[config.mk]
export PLATFORM = sky130hd
export DESIGN_NAME = seg_scan_ctrl
export DESIGN_NICKNAME = d
export VERILOG_FILES = /design/src/rtl/seg_scan_ctrl.sv
export SDC_FILE = /design/constraint.sdc
export NUM_CORES = 1
export LEC_CHECK = 0
export BUFFER_PORTS_ARGS = -buffer_cell sky130_fd_sc_hd__buf_2
export CORE_ASPECT_RATIO = 0.7
export CORE_MARGIN = 1.5
export CORE_UTILIZATION = 34
export CTS_CLUSTER_DIAMETER = 80
export DETAILED_ROUTE_END_ITERATION = 8
export GPL_TIMING_DRIVEN = 0
export HOLD_SLACK_MARGIN = 0.06
export PLACE_DENSITY = 0.65
export SETUP_SLACK_MARGIN = 0.15
export SYNTH_ARGS = -nofsm -noshare
export SYNTH_HDL_FRONTEND = slang
export SYNTH_SLANG_ARGS = --single-unit
[constraint.sdc]
create_clock -name clk -period 2.5 [get_ports clk]
set_input_delay 0.25 -clock clk [delete_from_list [all_inputs] [get_ports clk]]
set_output_delay 0.25 -clock clk [all_outputs]
set_load 0.005 [all_outputs]
[src/rtl/seg_scan_ctrl.sv]
// ============================================================================
// Module      : seg_scan_ctrl
// Description : Time-multiplexed scan controller for an N-digit common-cathode
//               7-segment display bank. A shadow copy of the BCD value is
//               scanned one digit per slot. Each slot is a blanking gap
//               followed by a show phase. The shadow copy is refreshed only at
//               frame boundaries, so a frame never shows a mix of old and new
//               data.
// Options     : `define SEG_LEAD_ZERO_BLANK_EN to suppress leading zeros.
// Revision    : 1.0 - initial release
// ============================================================================
`default_nettype none

module seg_scan_ctrl #(
    parameter int DIGITS = 8,     // digit positions scanned (1..8)
    parameter int DIV    = 1000,  // clk cycles per digit slot, blank + show
    parameter int BLANK  = 16     // clk cycles per slot with all cathodes off
) (
    input  logic                  clk,
    input  logic                  rst_n,
    input  logic [4*DIGITS-1:0]   bcd_in,
    input  logic [DIGITS-1:0]     dp_in,
    input  logic [DIGITS-1:0]     digit_en,
    input  logic                  load,
    output logic                  load_ack,
    output logic [7:0]            SEG,
    output logic [DIGITS-1:0]     CAT,
    output logic                  frame_done
);

    // ------------------------------------------------------------------------
    // Derived constants
    // ------------------------------------------------------------------------
    localparam int c_SHOW_LEN = DIV - BLANK;
    // The slot counter never exceeds DIV-1, so DIV+1 values are always enough.
    localparam int c_CW       = $clog2(DIV + 1);
    localparam int c_IW       = (DIGITS > 1) ? $clog2(DIGITS) : 1;

    localparam logic [c_CW-1:0] c_BLANK_LAST = c_CW'(BLANK - 1);
    localparam logic [c_CW-1:0] c_SHOW_LAST  = c_CW'(c_SHOW_LEN - 1);
    localparam logic [c_CW-1:0] c_CNT_ONE    = c_CW'(1);
    localparam logic [c_IW-1:0] c_IDX_LAST   = c_IW'(DIGITS - 1);
    localparam logic [c_IW-1:0] c_IDX_ONE    = c_IW'(1);

    // Scan state encoding
    localparam logic [0:0] c_ST_BLANK = 1'b0;
    localparam logic [0:0] c_ST_SHOW  = 1'b1;

    // ------------------------------------------------------------------------
    // BCD to 7-segment decode, segment order {g,f,e,d,c,b,a}
    // Codes 10..15 light no segments.
    // ------------------------------------------------------------------------
    function automatic logic [6:0] f_decode(input logic [3:0] i_d);
        logic [6:0] v_seg;
        case (i_d)
            4'd0:    v_seg = 7'h3F;
            4'd1:    v_seg = 7'h06;
            4'd2:    v_seg = 7'h5B;
            4'd3:    v_seg = 7'h4F;
            4'd4:    v_seg = 7'h66;
            4'd5:    v_seg = 7'h6D;
            4'd6:    v_seg = 7'h7D;
            4'd7:    v_seg = 7'h07;
            4'd8:    v_seg = 7'h7F;
            4'd9:    v_seg = 7'h6F;
            default: v_seg = 7'h00;
        endcase
        return v_seg;
    endfunction

    // ------------------------------------------------------------------------
    // Registers
    // ------------------------------------------------------------------------
    logic [0:0]            r_state;
    logic [c_CW-1:0]       r_cnt;
    logic [c_IW-1:0]       r_idx;

    logic [4*DIGITS-1:0]   r_bcd;
    logic [DIGITS-1:0]     r_dp;
    logic [DIGITS-1:0]     r_en;

    logic [7:0]            r_seg;
    logic [DIGITS-1:0]     r_cat;
    logic                  r_load_ack;
    logic                  r_frame_done;

    // ------------------------------------------------------------------------
    // Combinational helpers
    // ------------------------------------------------------------------------
    logic                  w_blank_end;
    logic                  w_show_end;
    logic                  w_frame_end;

    logic [3:0]            w_nib;
    logic                  w_dp;
    logic                  w_en;
    logic                  w_lz;
    logic [DIGITS-1:0]     w_lz_mask;
    logic [DIGITS-1:0]     w_cat_sel;

    logic [7:0]            w_show_seg;
    logic [DIGITS-1:0]     w_show_cat;

    // Slot phase boundaries. The frame ends on the last show cycle of the top digit.
    always_comb begin
        w_blank_end = (r_state == c_ST_BLANK) && (r_cnt == c_BLANK_LAST);
        w_show_end  = (r_state == c_ST_SHOW)  && (r_cnt == c_SHOW_LAST);
        w_frame_end = w_show_end && (r_idx == c_IDX_LAST);
    end

    // Select the shadow nibble, dp and enable for the current digit, and build its one-hot-low cathode pattern.
    always_comb begin
        w_nib     = 4'h0;
        w_dp      = 1'b0;
        w_en      = 1'b0;
        w_lz      = 1'b0;
        w_cat_sel = '1;
        for (int i = 0; i < DIGITS; i++) begin
            if (r_idx == c_IW'(i)) begin
                w_nib        = r_bcd[4*i +: 4];
                w_dp         = r_dp[i];
                w_en         = r_en[i];
                w_lz         = w_lz_mask[i];
                w_cat_sel[i] = 1'b0;
            end
        end
    end

`ifdef SEG_LEAD_ZERO_BLANK_EN
    // Walk down from the top digit. Enabled zero digits stay suppressed until the first enabled nonzero digit.
    always_comb begin
        logic v_run;
        w_lz_mask = '0;
        v_run     = 1'b1;
        for (int i = DIGITS - 1; i >= 1; i--) begin
            if (r_en[i] && (r_bcd[4*i +: 4] != 4'h0)) begin
                v_run = 1'b0;
            end
            // Disabled digits are dark anyway. Only enabled digits can end the run.
            w_lz_mask[i] = v_run && (r_bcd[4*i +: 4] == 4'h0);
        end
    end
`else
    // Leading zeros are displayed like any other digit.
    always_comb begin
        w_lz_mask = '0;
    end
`endif

    // Segment and cathode values for the show phase of the current digit. A disabled digit stays fully dark.
    always_comb begin
        if (w_en) begin
            w_show_seg = {w_dp, (w_lz ? 7'h00 : f_decode(w_nib))};
            w_show_cat = w_cat_sel;
        end else begin
            w_show_seg = 8'h00;
            w_show_cat = '1;
        end
    end

    // ------------------------------------------------------------------------
    // Sequential logic
    // ------------------------------------------------------------------------

    // Scan FSM: alternates BLANK and SHOW, counting cycles in each and advancing the digit index after SHOW.
    always_ff @(posedge clk or negedge rst_n) begin
        if (!rst_n) begin
            r_state <= c_ST_BLANK;
            r_cnt   <= '0;
            r_idx   <= '0;
        end else if (w_blank_end) begin
            r_state <= c_ST_SHOW;
            r_cnt   <= '0;
        end else if (w_show_end) begin
            r_state <= c_ST_BLANK;
            r_cnt   <= '0;
            r_idx   <= (r_idx == c_IDX_LAST) ? '0 : (r_idx + c_IDX_ONE);
        end else begin
            r_cnt   <= r_cnt + c_CNT_ONE;
        end
    end

    // Registered pin drive. Values change on the edge that enters a state, so each slot lasts exactly DIV cycles.
    always_ff @(posedge clk or negedge rst_n) begin
        if (!rst_n) begin
            r_seg <= 8'h00;
            r_cat <= '1;
        end else if (w_blank_end) begin
            r_seg <= w_show_seg;
            r_cat <= w_show_cat;
        end else if (w_show_end) begin
            r_seg <= 8'h00;
            r_cat <= '1;
        end
    end

    // Shadow capture and handshake. A pending load is captured only at a frame boundary; frame_done and load_ack pulse together.
    always_ff @(posedge clk or negedge rst_n) begin
        if (!rst_n) begin
            r_bcd        <= '0;
            r_dp         <= '0;
            r_en         <= '0;
            r_load_ack   <= 1'b0;
            r_frame_done <= 1'b0;
        end else begin
            r_load_ack   <= 1'b0;
            r_frame_done <= w_frame_end;
            if (w_frame_end && load) begin
                r_bcd      <= bcd_in;
                r_dp       <= dp_in;
                r_en       <= digit_en;
                r_load_ack <= 1'b1;
            end
        end
    end

    // ------------------------------------------------------------------------
    // Outputs
    // ------------------------------------------------------------------------
    assign SEG        = r_seg;
    assign CAT        = r_cat;
    assign load_ack   = r_load_ack;
    assign frame_done = r_frame_done;

endmodule

`default_nettype wire

==> results.py <==
metrics = {
    "status": {
        "run_status": "finished with violations",
        "violations": "setup timing",
    },
    "synthesis": {
        "yosysUniqueCellTypes": 51,
        "async_flop_share": 1.00,
        "ys.flop_type": "dfrtp_1",
        "synth_edf_count": 0,
        "synth.top_cells.by_count": "dfrtp_1 (72), mux2_2 (45), nand2_1 (27)",
        "synth.ff_latch_count": 80,
        "synth.avg_cell_area_um2": 11.3,
        "syn_area_mm2": 0.00393,
        "yosysWarnings": 0,
        "synth_top_area_frac": 0.458,
        "synth_top_cells_by_area": "dfrtp_1 (46%), mux2_2 (13%), dfstp_2 (5.3%), ha_1 (4.1%), a21oi_1 (3.1%)",
        "yosysSeqAreaShare": 0.511,
        "syn_inst": 348,
        "synth_top_area_cell": "dfrtp_1",
        "yosys.cell_count.top_type": "dfrtp_1",
        "synth_nets": 412,
    },
    "floorplanning": {
        "die_h_um": 93.0,
        "row_count": 32,
        "die_w_um": 132,
        "die_area_mm2": 0.0122,
        "core_mm2": 0.0111,
        "initial_core_util": 0.353,
        "boundaryPins": 69,
    },
    "place": {
        "gp_congestion": 0.834,
        "post-place-ws_ns": -0.375,
        "placed_area_mm2": 0.00450,
        "io_buffers": 68,
        "hpwl_um": 7190,
    },
    "critical_path": {
        "required_ns": 2.75,
        "path_max_fanout": 10,
        "r2r-start": "r_idx[0]",
        "r2r_end": "SEG[0]",
        "path_class": "reg -> reg",
        "end_kind": "register",
        "critPathLaunch": "r_idx[0]",
        "r2r_setup_slack_ns": -0.10,
        "startpoint_type": "register",
        "cp.arrival_ns": 2.85,
        "rr_worst_depth": 13,
        "worstSetupEndpoint": "SEG[0]",
    },
    "global_routing": {
        "grt_antenna_before_repair": 0,
        "grt_pass1_wl_um": 15800,
        "gr-usage-all-layers": 0.171,
        "grt_pass1_vias": 2972,
        "grt-ovfl-total": 0,
        "grt_max_degree": 44,
    },
    "route": {
        "vias_per_cell": 4.98,
        "ant_nets": 0,
        "wire_per_inst_um": 16.9,
        "drc": 0,
        "drt_wl_total_um": 10100,
        "vias": 2986,
        "first_pass_iters": 4,
        "drtIter0Drc": 188,
    },
    "clock_tree": {
        "clkSinkCount": 80,
        "cts_tree": "done",
        "cts_buffer_depth": 2,
        "cts_root_buffer": "clkbuf_16",
        "clk_latency_ns": 0.35,
        "clk_pin_slew_ns": 0.06,
        "h-tree-depth": 3,
        "numCtsBuffers": 9,
    },
    "sta": {
        "drv_slew": 0,
        "finalSetupViolations": 6,
        "skew_ns": 0.00700,
        "tightestPinTransition_ns": 0.682,
        "rsz0062_at_grt": "yes",
        "post-route-period-util": 1.04,
        "fmax_mhz": 385,
        "fin_ws_ns": -0.101,
        "slew_headroom": 0.542,
        "period_needed_ns": 2.60,
        "hold_violations": 0,
    },
    "layout": {
        "diodes": 0,
        "area_growth_syn_to_layout_pct": 30.0,
        "drive_gt1_frac": 0.454,
        "fin_area_mm2": 0.00511,
        "layout.nets": 507,
    },
    "hold_path": {
        "min_from": "bcd_in[30]",
        "worst_hold_path_type": "in -> reg",
    },
    "pwr": {
        "seqPwrFrac": 0.503,
        "p_sw_w": 0.000526,
        "p_leak_nw": 2.44,
        "p_int_w": 0.00205,
        "power_frac_clock": 0.469,
        "peakVddDrop_mv": 0.322,
        "sw_frac_of_total": 0.204,
        "power_frac_comb": 0.028,
        "power_density_mw_per_mm2": 504,
    },
    "job": {
        "cap_violations": 0,
    },
}
[logic make-up after synthesis]
| kind of cell | count (synthesis) | synth area share |
|---|---|---|
| AND/OR/NAND/NOR | 93 | 0.116 |
| flip-flops | 80 | 0.511 |
| AO/OA/AOI/OAI | 74 | 0.127 |
| multiplexers | 50 | 0.143 |
| buffers and inverters | 30 | 0.0436 |
| adder cells (fa/ha/maj) | 13 | 0.0413 |
| XOR/XNOR | 8 | 0.0178 |
[registers in the layout, indices dropped and copies added (netlist names)]
register / count
r_bcd: 32
r_cnt: 10
CAT: 8
SEG: 8
r_dp: 8
r_en: 8
r_idx: 3
frame_done: 1
load_ack: 1
r_state: 1
[repair_timing]
| action | 4_1_cts | 5_1_grt |
|---|---|---|
| setup buffers | 7 | 7 |
| hold endpoints to repair | 32 | 0 |
| hold buffers | 1 | 0 |
| endpoints found under the setup margin | 7 | 24 |
| pin swaps | 6 | 15 |
| gates resized for setup | 20 | 33 |
[layout by cell type, fill, tap and decap left out, types with 6 or more instances in the layout]
| master | n |
|---|---|
| a21oi_1 | 20 |
| clkbuf_16 | 9 |
| clkbuf_1 | 6 |
| o21ai_0 | 8 |
| mux2_2 | 44 |
| xor2_1 | 6 |
| buf_6 | 10 |
| nand3_1 | 8 |
| o31ai_1 | 9 |
| ha_4 | 7 |
| buf_4 | 14 |
| dfstp_2 | 8 |
| nor2_1 | 25 |
| inv_1 | 8 |
| dfrtp_1 | 71 |
| buf_2 | 73 |
| nand2_1 | 27 |
[routing by layer]
metal | GRT usage | routed length (µm) | share of wire | vias up
met5 | 0 | 0 | 0 | -
met3 | 0.0493 | 564 | 0.056 | 15
li1 | - | - | - | 1427
met1 | 0.243 | 5030 | 0.50 | 1466
met4 | 0.0611 | 169 | 0.017 | 0
met2 | 0.247 | 4370 | 0.43 | 78
[per-stage QoR]
stage          power (W)  hold WS [ns]  TNS, ns  std cells  utilization
2_1_floorplan    0.00132       -0.0456        0        348            -
3_3_place_gp     0.00139         0.464    -1.71        569        0.402
3_5_place_dp     0.00139         0.251    -2.01        570        0.404
4_1_cts          0.00262         0.115   -0.568        593        0.440
5_1_grt          0.00268         0.125   -0.987        600        0.459
6_report         0.00258         0.124   -0.283        600        0.459
[critical path, stage by stage (launching register included)]
cell	delay, ns
dfrtp_2	0.43
inv_2	0.08
ha_1	0.21
buf_6	0.14
buf_6	0.16
a211oi_4	0.23
o31ai_2	0.09
o21ai_2	0.16
a21oi_2	0.10
mux2_4	0.31
ha_4	0.17
o21ai_4	0.07
a21oi_2	0.08
o31ai_1	0.26
[area by class of cell]
| type | count | area [µm²] |
|---|---|---|
| Sequential cell | 80 | 2010 |
| Fill cell | 1104 | 6020 |
| Buffer | 18 | 146 |
| Multi-Input combinational cell | 238 | 1960 |
| Inverter | 12 | 48.8 |
| Timing Repair Buffer | 84 | 482 |
| Clock buffer | 15 | 268 |
| Tap cell | 153 | 191 |
[power groups by stage]
stage	combinational [W]	sequential [W]	clock [W]
after global routing	0.0000828	0.00130	0.00130
after global placement	0.0000686	0.00132	0
after CTS	0.0000753	0.00130	0.00125
after detailed placement	0.0000738	0.00132	0
after floorplan	0.000000854	0.00132	0
final	0.0000726	0.00130	0.00121
[worst min path at each step]
stage	cells after the start	endpoint	slack, ns
floorplan	0	SEG[0]	-0.05
global placement	2	SEG[2]	0.46
detailed placement	1	r_bcd[30]	0.25
CTS	2	r_bcd[31]	0.12
global route	2	r_bcd[3]	0.12
finish	2	r_bcd[30]	0.12
Note: power is estimated with default switching activity, not from simulation.
